**config.mk**
```make
export PLATFORM = sky130hd
export DESIGN_NAME = lcd_hd44780_ctrl_flat
export DESIGN_NICKNAME = d
export VERILOG_FILES = /design/src/rtl/lcd_pkg.sv /design/src/rtl/lcd_hd44780_ctrl_if.sv /design/src/rtl/lcd_byte_tx.sv /design/src/rtl/lcd_hd44780_ctrl.sv /design/src/flat_wrapper.sv
export SDC_FILE = /design/constraint.sdc
export NUM_CORES = 1
export LEC_CHECK = 0
export BUFFER_PORTS_ARGS = -buffer_cell sky130_fd_sc_hd__buf_2
export CORE_MARGIN = 3
export CORE_UTILIZATION = 56
export DETAILED_ROUTE_END_ITERATION = 10
export PLACE_DENSITY = 0.83
export SETUP_SLACK_MARGIN = 0.5
export SYNTH_ARGS = -nofsm -noshare
export SYNTH_HDL_FRONTEND = slang
export SYNTH_SLANG_ARGS = --single-unit
```
**constraint.sdc**
```tcl
create_clock -name clk -period 4.06 [get_ports clk]
set_clock_uncertainty 0.05 [all_clocks]
set_input_delay 0.203 -clock clk [delete_from_list [all_inputs] [get_ports clk]]
set_output_delay 0.203 -clock clk [all_outputs]
set_load 0.005 [all_outputs]
```
**src/rtl/lcd_pkg.sv**
```systemverilog
// HD44780 controller shared definitions: command codes, FSM states,
// init ROM entry layout and DDRAM row base-address helper.
package lcd_pkg;

  localparam logic [7:0] CMD_CLEAR  = 8'h01;
  localparam logic [7:0] CMD_ENTRY  = 8'h06;
  localparam logic [7:0] CMD_DISPON = 8'h0C;
  localparam logic [7:0] CMD_FSET8  = 8'h38;
  localparam logic [7:0] CMD_FSET4  = 8'h28;
  localparam logic [7:0] CMD_DDRAM  = 8'h80;
  localparam logic [7:0] CMD_WAKE   = 8'h30;
  localparam logic [7:0] CMD_WAKE4  = 8'h20;
  localparam logic [7:0] FSET_N     = 8'h08;

  typedef enum logic [2:0] {
    ST_PWRUP,
    ST_INIT,
    ST_IDLE,
    ST_ADDR,
    ST_DATA,
    ST_CLEAR
  } state_t;

  typedef enum logic [2:0] {
    PH_IDLE,
    PH_SETUP,
    PH_EN,
    PH_HOLD,
    PH_WAIT
  } tx_ph_t;

  typedef struct packed {
    logic [7:0]  code;
    logic        nib;
    logic [15:0] wait_us;
  } rom_ent_t;

  function automatic logic [6:0] row_base(
    input logic [1:0] row,
    input int         cols
  );
    logic [6:0] b;
    unique case (row)
      2'd0:    b = 7'h00;
      2'd1:    b = 7'h40;
      2'd2:    b = 7'(cols);
      default: b = 7'h40 + 7'(cols);
    endcase
    return b;
  endfunction

endpackage

```
**src/rtl/lcd_hd44780_ctrl_if.sv**
```systemverilog
// Character-write / clear request port of the LCD controller.
// master drives wr_valid/row/col/char and clr_req; slave returns wr_ready.
interface lcd_hd44780_ctrl_if;
  logic       wr_valid;
  logic       wr_ready;
  logic [1:0] wr_row;
  logic [4:0] wr_col;
  logic [7:0] wr_char;
  logic       clr_req;

  modport master (
    output wr_valid, wr_row, wr_col, wr_char, clr_req,
    input  wr_ready
  );

  modport slave (
    input  wr_valid, wr_row, wr_col, wr_char, clr_req,
    output wr_ready
  );
endinterface

```
**src/rtl/lcd_byte_tx.sv**
```systemverilog
// One byte (or single high nibble) strobe onto the LCD bus plus post-wait.
// start/rs/tx_byte/wait_cycles/nib4 in; done pulse and lcd_rs/en/data out.
module lcd_byte_tx
  import lcd_pkg::*;
#(
  parameter int BUS4      = 0,
  parameter int SETUP_CYC = 2,
  parameter int EN_CYC    = 12
) (
  input  logic        clk,
  input  logic        rst_n,
  input  logic        start,
  input  logic        rs,
  input  logic [7:0]  tx_byte,
  input  logic [31:0] wait_cycles,
  input  logic        nib4,
  output logic        done,
  output logic        lcd_rs,
  output logic        lcd_en,
  output logic [7:0]  lcd_data
);

  localparam logic [31:0] SETUP_LD = 32'(SETUP_CYC - 1);
  localparam logic [31:0] EN_LD    = 32'(EN_CYC - 1);

  tx_ph_t      ph, ph_n;
  logic [31:0] cnt, cnt_n;
  logic [31:0] wait_r, wait_n;
  logic [7:0]  byte_r, byte_n;
  logic [7:0]  data_n;
  logic        lo, lo_n;
  logic        rs_n, en_n, done_n;

  always_ff @(posedge clk or negedge rst_n) begin
    if (!rst_n) begin
      ph       <= PH_IDLE;
      cnt      <= '0;
      wait_r   <= '0;
      byte_r   <= '0;
      lo       <= 1'b0;
      lcd_rs   <= 1'b0;
      lcd_en   <= 1'b0;
      lcd_data <= '0;
      done     <= 1'b0;
    end else begin
      ph       <= ph_n;
      cnt      <= cnt_n;
      wait_r   <= wait_n;
      byte_r   <= byte_n;
      lo       <= lo_n;
      lcd_rs   <= rs_n;
      lcd_en   <= en_n;
      lcd_data <= data_n;
      done     <= done_n;
    end
  end

  // The counter free-runs down to zero; each phase reloads it on exit.
  always_comb begin
    ph_n   = ph;
    cnt_n  = (cnt != '0) ? cnt - 32'd1 : cnt;
    wait_n = wait_r;
    byte_n = byte_r;
    lo_n   = lo;
    rs_n   = lcd_rs;
    en_n   = lcd_en;
    data_n = lcd_data;
    done_n = 1'b0;
    unique case (ph)
      PH_IDLE: begin
        if (start) begin
          ph_n   = PH_SETUP;
          cnt_n  = SETUP_LD;
          rs_n   = rs;
          byte_n = tx_byte;
          wait_n = wait_cycles;
          data_n = (BUS4 != 0) ? {tx_byte[7:4], 4'h0}
                               : tx_byte;
          lo_n   = (BUS4 != 0) && !nib4;
        end
      end
      PH_SETUP: begin
        if (cnt == '0) begin
          ph_n  = PH_EN;
          cnt_n = EN_LD;
          en_n  = 1'b1;
        end
      end
      PH_EN: begin
        if (cnt == '0) begin
          ph_n  = PH_HOLD;
          cnt_n = SETUP_LD;
          en_n  = 1'b0;
        end
      end
      PH_HOLD: begin
        if (cnt == '0) begin
          if (lo) begin
            // low nibble follows the hold with no extra wait
            ph_n   = PH_SETUP;
            cnt_n  = SETUP_LD;
            data_n = {byte_r[3:0], 4'h0};
            lo_n   = 1'b0;
          end else begin
            ph_n  = PH_WAIT;
            cnt_n = wait_r;
          end
        end
      end
      PH_WAIT: begin
        if (cnt == '0) begin
          ph_n   = PH_IDLE;
          done_n = 1'b1;
        end
      end
      default: ph_n = PH_IDLE;
    endcase
  end

endmodule

```
**src/rtl/lcd_hd44780_ctrl.sv**
```systemverilog
// HD44780 character LCD controller: power-up init, cursor tracking,
// row/col character writes and clear over wr (slave), lcd_* bus out.
module lcd_hd44780_ctrl
  import lcd_pkg::*;
#(
  parameter int CLK_HZ    = 50_000_000,
  parameter int BUS4      = 0,
  parameter int ROWS      = 2,
  parameter int COLS      = 16,
  parameter int PWRUP_US  = 20000,
  parameter int CMD_US    = 40,
  parameter int CLR_US    = 1640,
  parameter int EN_CYC    = 12,
  parameter int SETUP_CYC = 2
) (
  input  logic               clk,
  input  logic               rst_n,
  lcd_hd44780_ctrl_if.slave  wr,
  output logic               init_done,
  output logic               busy,
  output logic               lcd_rs,
  output logic               lcd_rw,
  output logic               lcd_en,
  output logic [7:0]         lcd_data
);

  localparam int          CYC_US = CLK_HZ / 1_000_000;
  localparam logic [31:0] PWR_LD = 32'(PWRUP_US * CYC_US - 1);
  localparam logic [15:0] CMD_W  = 16'(CMD_US);
  localparam logic [15:0] CLR_W  = 16'(CLR_US);
  localparam logic [2:0]  ROWS_L = 3'(ROWS);
  localparam logic [5:0]  COLS_L = 6'(COLS);
  localparam logic [2:0]  LAST   = 3'((BUS4 != 0) ? 7 : 6);
  localparam logic [7:0]  FSET   =
    ((BUS4 != 0) ? CMD_FSET4 : CMD_FSET8) &
    ~((ROWS == 1) ? FSET_N : 8'h00);

  function automatic logic [31:0] us2cyc(input logic [15:0] us);
    return 32'(us) * 32'(CYC_US) - 32'd1;
  endfunction

  // 8-bit mode skips entry 3 (the lone 0x2 nibble).
  function automatic rom_ent_t rom(input logic [2:0] i);
    logic [2:0] j;
    rom_ent_t   e;
    j = (BUS4 == 0 && i >= 3'd3) ? i + 3'd1 : i;
    unique case (j)
      3'd0:    e = {CMD_WAKE, 1'b1, 16'd4100};
      3'd1:    e = {CMD_WAKE, 1'b1, 16'd100};
      3'd2:    e = {CMD_WAKE, 1'b1, CMD_W};
      3'd3:    e = {CMD_WAKE4, 1'b1, CMD_W};
      3'd4:    e = {FSET, 1'b0, CMD_W};
      3'd5:    e = {CMD_DISPON, 1'b0, CMD_W};
      3'd6:    e = {CMD_CLEAR, 1'b0, CLR_W};
      default: e = {CMD_ENTRY, 1'b0, CMD_W};
    endcase
    return e;
  endfunction

  state_t      state, state_n;
  logic [31:0] pw_cnt;
  logic [2:0]  idx;
  logic        in_flight;
  logic        done_r;
  logic        cur_valid;
  logic [1:0]  cur_row;
  logic [4:0]  cur_col;
  logic [1:0]  rq_row;
  logic [4:0]  rq_col;
  logic [7:0]  rq_char;

  logic        ready;
  logic        wr_fire;
  logic        in_range;
  logic        addr_hit;
  logic [7:0]  ddram;
  rom_ent_t    ent;

  logic        tx_start;
  logic        tx_rs;
  logic [7:0]  tx_byte;
  logic [31:0] tx_wait;
  logic        tx_nib;
  logic        tx_done;

  assign ent      = rom(idx);
  assign in_range = ({1'b0, rq_row} < ROWS_L) &&
                    ({1'b0, rq_col} < COLS_L);
  assign addr_hit = cur_valid && cur_row == rq_row &&
                    cur_col == rq_col;
  assign ddram    = CMD_DDRAM |
                    {1'b0, row_base(rq_row, COLS) + 7'(rq_col)};
  assign wr_fire  = wr.wr_valid && ready;

  assign wr.wr_ready = ready;
  assign init_done   = done_r;
  assign busy        = state != ST_IDLE;
  assign lcd_rw      = 1'b0;

  always_ff @(posedge clk or negedge rst_n) begin
    if (!rst_n) state <= ST_PWRUP;
    else        state <= state_n;
  end

  always_comb begin
    state_n  = state;
    ready    = 1'b0;
    tx_start = 1'b0;
    tx_rs    = 1'b0;
    tx_byte  = 8'h00;
    tx_wait  = us2cyc(CMD_W);
    tx_nib   = 1'b0;
    unique case (state)
      ST_PWRUP: begin
        if (pw_cnt == '0) state_n = ST_INIT;
      end
      ST_INIT: begin
        tx_byte  = ent.code;
        tx_nib   = ent.nib;
        tx_wait  = us2cyc(ent.wait_us);
        tx_start = !in_flight;
        if (tx_done && idx == LAST) state_n = ST_IDLE;
      end
      ST_IDLE: begin
        ready = done_r && !wr.clr_req;
        if (wr.clr_req)      state_n = ST_CLEAR;
        else if (wr_fire)    state_n = ST_ADDR;
      end
      ST_ADDR: begin
        // out-of-range writes cost one cycle and no bus traffic
        if (!in_range)       state_n = ST_IDLE;
        else if (addr_hit)   state_n = ST_DATA;
        else begin
          tx_byte  = ddram;
          tx_start = !in_flight;
          if (tx_done) state_n = ST_DATA;
        end
      end
      ST_DATA: begin
        tx_rs    = 1'b1;
        tx_byte  = rq_char;
        tx_start = !in_flight;
        if (tx_done) state_n = ST_IDLE;
      end
      ST_CLEAR: begin
        tx_byte  = CMD_CLEAR;
        tx_wait  = us2cyc(CLR_W);
        tx_start = !in_flight;
        if (tx_done) state_n = ST_IDLE;
      end
      default: state_n = ST_PWRUP;
    endcase
  end

  always_ff @(posedge clk or negedge rst_n) begin
    if (!rst_n) begin
      pw_cnt    <= PWR_LD;
      idx       <= '0;
      in_flight <= 1'b0;
      done_r    <= 1'b0;
      cur_valid <= 1'b0;
      cur_row   <= '0;
      cur_col   <= '0;
      rq_row    <= '0;
      rq_col    <= '0;
      rq_char   <= '0;
    end else begin
      if (state == ST_PWRUP && pw_cnt != '0)
        pw_cnt <= pw_cnt - 32'd1;
      if (tx_start)     in_flight <= 1'b1;
      else if (tx_done) in_flight <= 1'b0;
      if (state == ST_INIT && tx_done) begin
        idx <= idx + 3'd1;
        if (idx == LAST) begin
          done_r    <= 1'b1;
          cur_valid <= 1'b1;
          cur_row   <= '0;
          cur_col   <= '0;
        end
      end
      if (state == ST_IDLE && wr_fire) begin
        rq_row  <= wr.wr_row;
        rq_col  <= wr.wr_col;
        rq_char <= wr.wr_char;
      end
      if (state == ST_ADDR && tx_done) begin
        cur_valid <= 1'b1;
        cur_row   <= rq_row;
        cur_col   <= rq_col;
      end
      if (state == ST_DATA && tx_done) begin
        cur_col <= cur_col + 5'd1;
        // past the last column the panel address is not trusted
        if (6'(cur_col) + 6'd1 == COLS_L) cur_valid <= 1'b0;
      end
      if (state == ST_CLEAR && tx_done) begin
        cur_valid <= 1'b1;
        cur_row   <= '0;
        cur_col   <= '0;
      end
    end
  end

  lcd_byte_tx #(
    .BUS4      (BUS4),
    .SETUP_CYC (SETUP_CYC),
    .EN_CYC    (EN_CYC)
  ) u_tx (
    .clk         (clk),
    .rst_n       (rst_n),
    .start       (tx_start),
    .rs          (tx_rs),
    .tx_byte     (tx_byte),
    .wait_cycles (tx_wait),
    .nib4        (tx_nib),
    .done        (tx_done),
    .lcd_rs      (lcd_rs),
    .lcd_en      (lcd_en),
    .lcd_data    (lcd_data)
  );

endmodule

```
**src/flat_wrapper.sv**
```systemverilog
// flat-port wrapper written by rule: the top's interface ports become plain ports
module lcd_hd44780_ctrl_flat import lcd_pkg::*;
#(
  parameter int CLK_HZ    = 50_000_000,
  parameter int BUS4      = 0,
  parameter int ROWS      = 2,
  parameter int COLS      = 16,
  parameter int PWRUP_US  = 20000,
  parameter int CMD_US    = 40,
  parameter int CLR_US    = 1640,
  parameter int EN_CYC    = 12,
  parameter int SETUP_CYC = 2
)
  (clk, rst_n, init_done, busy, lcd_rs, lcd_rw, lcd_en, lcd_data, wr_wr_valid, wr_wr_row, wr_wr_col, wr_wr_char, wr_clr_req, wr_wr_ready);
  lcd_hd44780_ctrl_if wr_i ();
  input  logic clk;
  input  logic rst_n;
  output logic init_done;
  output logic busy;
  output logic lcd_rs;
  output logic lcd_rw;
  output logic lcd_en;
  output logic [7:0] lcd_data;
  input wire logic [$bits(wr_i.wr_valid)-1:0] wr_wr_valid;
  input wire logic [$bits(wr_i.wr_row)-1:0] wr_wr_row;
  input wire logic [$bits(wr_i.wr_col)-1:0] wr_wr_col;
  input wire logic [$bits(wr_i.wr_char)-1:0] wr_wr_char;
  input wire logic [$bits(wr_i.clr_req)-1:0] wr_clr_req;
  output wire logic [$bits(wr_i.wr_ready)-1:0] wr_wr_ready;
  assign wr_i.wr_valid = wr_wr_valid;
  assign wr_i.wr_row = wr_wr_row;
  assign wr_i.wr_col = wr_wr_col;
  assign wr_i.wr_char = wr_wr_char;
  assign wr_i.clr_req = wr_clr_req;
  assign wr_wr_ready = wr_i.wr_ready;
  lcd_hd44780_ctrl #(.CLK_HZ(CLK_HZ), .BUS4(BUS4), .ROWS(ROWS), .COLS(COLS), .PWRUP_US(PWRUP_US), .CMD_US(CMD_US), .CLR_US(CLR_US), .EN_CYC(EN_CYC), .SETUP_CYC(SETUP_CYC)) u_core (.clk(clk), .rst_n(rst_n), .wr(wr_i), .init_done(init_done), .busy(busy), .lcd_rs(lcd_rs), .lcd_rw(lcd_rw), .lcd_en(lcd_en), .lcd_data(lcd_data));
endmodule
```
### Word-level counts from Yosys, hierarchy flattened

Cells that the tools add are included.

| storage, ports and cells | value |
|---|---|
| register bits after elaboration | 146 |
| input bits | 19 |
| output and inout bits | 14 |
| logic and storage cells | 167 |

| operators by class | value |
|---|---|
| muxes and demuxes | 63 |
| add/sub/neg operators | 7 |
| multipliers | 1 |
| reduce and logical (&&, ||, !) cells | 40 |
| equal/unequal tests | 33 |
| magnitude comparators | 3 |

Operator list:

| operator | count |
|---|---|
| $mux W32 | 6 |
| $pmux W23 S7 | 1 |
| $pmux W32 S4 | 1 |
| $logic_not A32 Y1 | 2 |
| $pmux W32 S2 | 1 |
| $reduce_bool A32 Y1 | 2 |
| $sub A32 B1 Y32 const B | 2 |
| $mux W3 | 15 |
| $mux W8 | 5 |
| $pmux W8 S4 | 1 |
| $pmux W3 S5 | 2 |
| $mux W5 | 5 |
| $sub A22 B1 Y23 const B | 1 |
| $eq A3 B3 Y1 const B | 7 |
| $mul A16 B5 Y21 const B | 1 |
| $pmux W7 S3 | 1 |
| $eq A3 B2 Y1 const B | 6 |
| $mux W1 | 17 |
| $pmux W8 S2 | 1 |
| $logic_and A1 B1 Y1 | 12 |
| $ne A2 B2 Y1 const B | 5 |
| $reduce_and A5 Y1 | 2 |
| $eq A3 B1 Y1 const B | 3 |
| $logic_not A3 Y1 | 3 |
| 27 further kinds | 45 |

### Logic depth before layout (Yosys ltp)

| logic depth | value |
|---|---|
| depth in word-level cells | 8 |
| mapped depth | 17 |
| gate-level depth less buffers | 15 |

### Cells and area by module

A second synthesis with hierarchy kept.

| second synthesis, totals | value |
|---|---|
| cells, all modules | 850 |
| area total of the unflattened synthesis | 7,838.8 um^2 |

Modules (own cells, without submodules):

| module | times used | seq. area each (um^2) | cells each | area an instance (um^2) |
|---|---|---|---|---|
| lcd_hd44780_ctrl | 1 | 1,591.5 | 424 | 4,095.2 |
| lcd_byte_tx | 1 | 1,951.9 | 426 | 3,743.6 |

### Worst setup path after synthesis

OpenSTA, ideal clock, no wires.

| path | value |
|---|---|
| kind | reg2reg |
| from | register u_core.idx[2] |
| to | register u_core.u_tx.wait_r[14] |
| path buffers | 1 |
| clock period less this slack | 4,300 ps |
| setup time | 131 ps |
| stages on the path, launching flop included | 17 |
| arrival | 4,119 ps |
| slack | -240 ps |
| data required time | 3,879 ps |
| path through | dfrtp_1 clkbuf_1 inv_1 ha_1 nor3_1 nand2b_1 nand2_1 ha_1 ha_1 ha_1 fa_1 nor4b_1 nand2_1 a211o_1 or3b_2 nand4b_1 nand3_1 |

| on the way | value |
|---|---|
| word-level cells in the longest chain between the ends | 7 |
| elaborated cells on any way between the ends | 14 |
| those cells by class | 2 x add/sub; 1 x mul; 1 x order compare; 6 x eq/ne; 3 x mux; 1 x reduce/logical |

Ends and longest elaborated chain:

| element | RTL line | source |
|---|---|---|
| start, declared | lcd_hd44780_ctrl.sv:62 | `logic [2:0] idx;` |
| start signal, assigned | lcd_hd44780_ctrl.sv:173 | `idx <= idx + 3'd1;` |
| $add A3 B1 Y3 / $ge A3 B2 Y1 (equally long branches) | lcd_hd44780_ctrl.sv:46 | `j = (BUS4 == 0 && i >= 3'd3) ? i + 3'd1 : i;` |
| $mux W3 * | lcd_hd44780_ctrl.sv:46 |  |
| $eq A3 B3 Y1 (tied with other cells) | lcd_hd44780_ctrl.sv:47 | `unique case (j)` |
| $pmux W23 S7 * | lcd_hd44780_ctrl.sv:47 |  |
| $mul A16 B5 Y21 * | lcd_hd44780_ctrl.sv:39 | `return 32'(us) * 32'(CYC_US) - 32'd1;` |
| $sub A22 B1 Y23 * | lcd_hd44780_ctrl.sv:39 |  |
| $pmux W32 S2 * | lcd_hd44780_ctrl.sv:113 | `unique case (state)` |
| end signal, assigned | lcd_byte_tx.sv:48 | `wait_r <= wait_n;` |
| end, declared | lcd_byte_tx.sv:28 | `logic [31:0] wait_r, wait_n;` |

Every way passes the cells marked *; elsewhere a longest branch is shown, timed or not.
A chain may end at the register's enable or synchronous reset.

### Worst setup path after layout

| path | value |
|---|---|
| from | register u_core.idx[0] |
| to | register u_core.u_tx.wait_r[14] |

The elaborated chain is that of the path after synthesis.

==> results by group <==
Run status
  – Outcome: finished, final reports clean

Worst setup path
  – RR Endpoint: u_core.u_tx.wait_r[14]
  – Startpoint types: flop
  – Crit Path Max Fanout: 4
  – Worst path slowest cell: fa_2
  – Cells along the critical path: ha_4, ha_4, o31ai_4, nand2b_1, and3_4, ha_4, ha_4, ha_4, fa_2, nor4b_4, nand2_1, a211o_1, or3b_4, nand4b_1, nand3_1
  – CP top delay family: adder cells
  – Internal reg-to-reg setup slack: 210 ps
  – Crit path kind: reg -> reg
  – WP depth: 15
  – Worst EP required: 4310 ps
  – Reg2reg start: u_core.idx[0]
  – Arrival time worst endpoint: 4100 ps
  – FF-to-FF path depth: 15
  – CP dominant cell by count: ha_4
  – CP bufs+invs: 0
  – Crit path largest cell delay: 460 ps
  – Crit. Startpoint: u_core.idx[0]
  – Setup crit end kind: flop

Yosys
  – Post-Synthesis Cells: 747
  – Most frequent cell after synthesis: dfrtp_1
  – Share of the synthesized area in the top cell type: 0.4117
  – Synthesized cell area: 0.007173 mm^2
  – Post-synth EDFFs: 0
  – FF+latch count, synth: 130
  – Yosys cell types: 75
  – Register area share after synthesis: 0.4556
  – Synth Area per Inst: 9.603 um^2
  – Synth area leader: dfrtp_1
  – Ys async rst share: 1.000
  – Dominant cells by area after synthesis: dfrtp_1 (41%), dfstp_2 (4.4%), nand2_1 (4.2%), xnor2_1 (4.2%), ha_1 (3.7%)
  – Syn. warnings: 0
  – Synth cell count leaders: dfrtp_1 (118), nand2_1 (80), nor2_1 (57)
  – Ys flop type: dfrtp_1

Clock tree
  – H-tree depth: 4
  – Clock Sinks: 130
  – Max Buffers Root-to-Sink: 2
  – Clock-pin slew on the worst setup and hold paths: 60 ps
  – Num CTS Buffers: 17
  – Root Driver: clkbuf_16
  – Clock tree from TritonCTS: yes
  – Clk_lat worst skew: 420 ps

Route
  – Via count: 6072
  – 1st-iter DRT viols: 539
  – Final wirelength: 17.77 mm
  – Vias per cell: 6.158
  – DR DRC count: 0
  – Pre-antenna DRT Iters: 5
  – Post-route ant nets: 0
  – Avg WL per Cell: 18.02 um

Min path
  – Hold path depth: 3
  – Hold Crit Endpoint: u_core.state[2]
  – Min-delay src: wr_clr_req
  – Hold Crit Class: in -> reg

Global route
  – Congestion Overflow GR: 0
  – Largest net degree at the start of global routing: 67
  – Initial antenna violation count: 0
  – First-pass GRT wire length: 30.48 mm
  – Vias in the first global route: 6179
  – Total track usage: 0.2626

Cells and area
  – Fillers: 895
  – Final Instance Count excl. Fillers: 986
  – Layout cell share with drive strength beyond 1: 0.1907
  – Final #Nets: 847
  – Layout area overhead: 18.89%
  – Sequential Area: 0.003269 mm^2
  – Multi-input gate area: 0.003839 mm^2
  – Ant diodes: 0
  – Final instance area: 0.008528 mm^2
  – Final core occ: 0.6955

Timing
  – Fmax: 259.7 MHz
  – Final period utilization: 0.9486
  – Slew @ Worst Pin: 876.9 ps
  – Final setup fails: 0
  – Worst slew margin: 0.4151
  – Setup repair after global routing missed its margin: yes
  – Final WS setup: 208.8 ps
  – Fin. max-slew vios: 0
  – Endpoints failing hold: 0
  – Tmin final: 3851 ps

Placement
  – Setup WS pre-CTS: -113.2 ps
  – Routability cong.: 0.8529
  – DP HPWL: 11.34 mm
  – IO buf count: 31
  – DP Area: 0.007604 mm^2
  – Placed Cells: 931

Floorplanning
  – Width of the chip: 119.2 um
  – Core Region: 0.01226 mm^2
  – Die Span Y: 119.2 um
  – Row count: 40
  – Initial cell density of the core: 0.5850
  – Num ports: 33
  – DIE AREA: 0.01420 mm^2

Pwr
  – Pwr Density: 328.4 mW/mm^2
  – Peak supply drop: 0.2896 mV
  – P_leak: 3.858 nW
  – Design Power: 2.801 mW

Job
  – MaxCap Viol Count: 0
-- layout make-up --
| class | count | share of cell area |
|---|---|---|
| Clock buffer | 20 | 0.05355 |
| Clock inverter | 11 | 0.01247 |
| Inverter | 29 | 0.01306 |
| Multi-Input combinational cell | 553 | 0.4501 |
| Sequential cell | 130 | 0.3834 |
| Tap cell | 168 | 0.02465 |
| Timing Repair Buffer | 75 | 0.06279 |
-- cells by family (layout without fill, tap and decap cells) --
logic type,Yosys count,count (layout),share of synthesized area
fa+ha+maj,22,22,0.03942
simple gates,288,288,0.2084
flops,130,130,0.4556
xor+xnor,61,61,0.07448
compound gates,163,163,0.1575
buf+inv,65,135,0.03750
other cells,1,2,0.0005228
mux,17,17,0.02651
-- through the flow --
step,setup TNS (ps),hold slack (ps)
floorplan,0,-142.6
global placement,0,285.4
detailed placement,-144.1,293.7
CTS,0,92.01
global route,0,131.6
finish,0,121.1
-- flip-flops by register name (all words and copies together) (netlist names), 5 cells and up --
| register | cells |
|---|---|
| u_core.u_tx.lcd_data | 8 |
| u_core.u_tx.cnt | 32 |
| u_core.cur_col | 5 |
| u_core.pw_cnt | 32 |
| u_core.rq_char | 8 |
| u_core.u_tx.wait_r | 20 |
| u_core.rq_col | 5 |
-- timing repair --
action	4_1_cts	5_1_grt
setup endpoints to repair	3	9
pin swaps	10	5
hold buffers	16	0
buffers inserted	3	5
gates resized for setup	12	11
hold endpoints to repair	67	0
cloned	0	0
-- placed cells by master (no fill, tap or decap), types with 15 or more instances in the layout --
cell	Yosys	routed
a211oi_1	19	18
a21oi_1	30	29
buf_2	8	30
buf_4	2	27
clkbuf_16	0	17
dfrtp_1	118	117
dlygate4sd3_1	0	16
ha_1	21	15
inv_1	28	27
mux2_2	16	16
nand2_1	80	78
nor2_1	57	57
nor3_1	29	28
nor4_1	25	25
o21ai_0	40	40
xnor2_1	34	34
xor2_1	27	27
-- worst max path at each step --
stage / to / slack (ps)
global route: u_core.u_tx.wait_r[14] / 70
CTS: u_core.u_tx.wait_r[14] / 290
finish: u_core.u_tx.wait_r[14] / 210
detailed placement: u_core.u_tx.wait_r[14] / -110
floorplan: u_core.u_tx.wait_r[14] / 80
global placement: u_core.u_tx.wait_r[14] / 70
-- where the power goes --
| group | internal (mW) | switching, mW | leakage [nW] |
|---|---|---|---|
| combinational | 0.0186 | 0.0332 | 1.91 |
| clock | 0.873 | 0.579 | 0.269 |
| sequential | 1.30 | 0 | 1.68 |
| total | 2.19 | 0.612 | 3.86 |
-- tightest hold or removal path, stage by stage --
cell and delay (ps):
buf_2 130, a31oi_1 90, o32ai_1 100
-- routing by layer --
metal  routed length [um]  track usage  part of all wire
met1                 7449       0.3356              0.42
met2                 8963       0.4440              0.50
met3                  935      0.05223             0.053
met4                  423      0.09413             0.024
met5                    0            0                 0
Power figures use the tool's default switching activity.
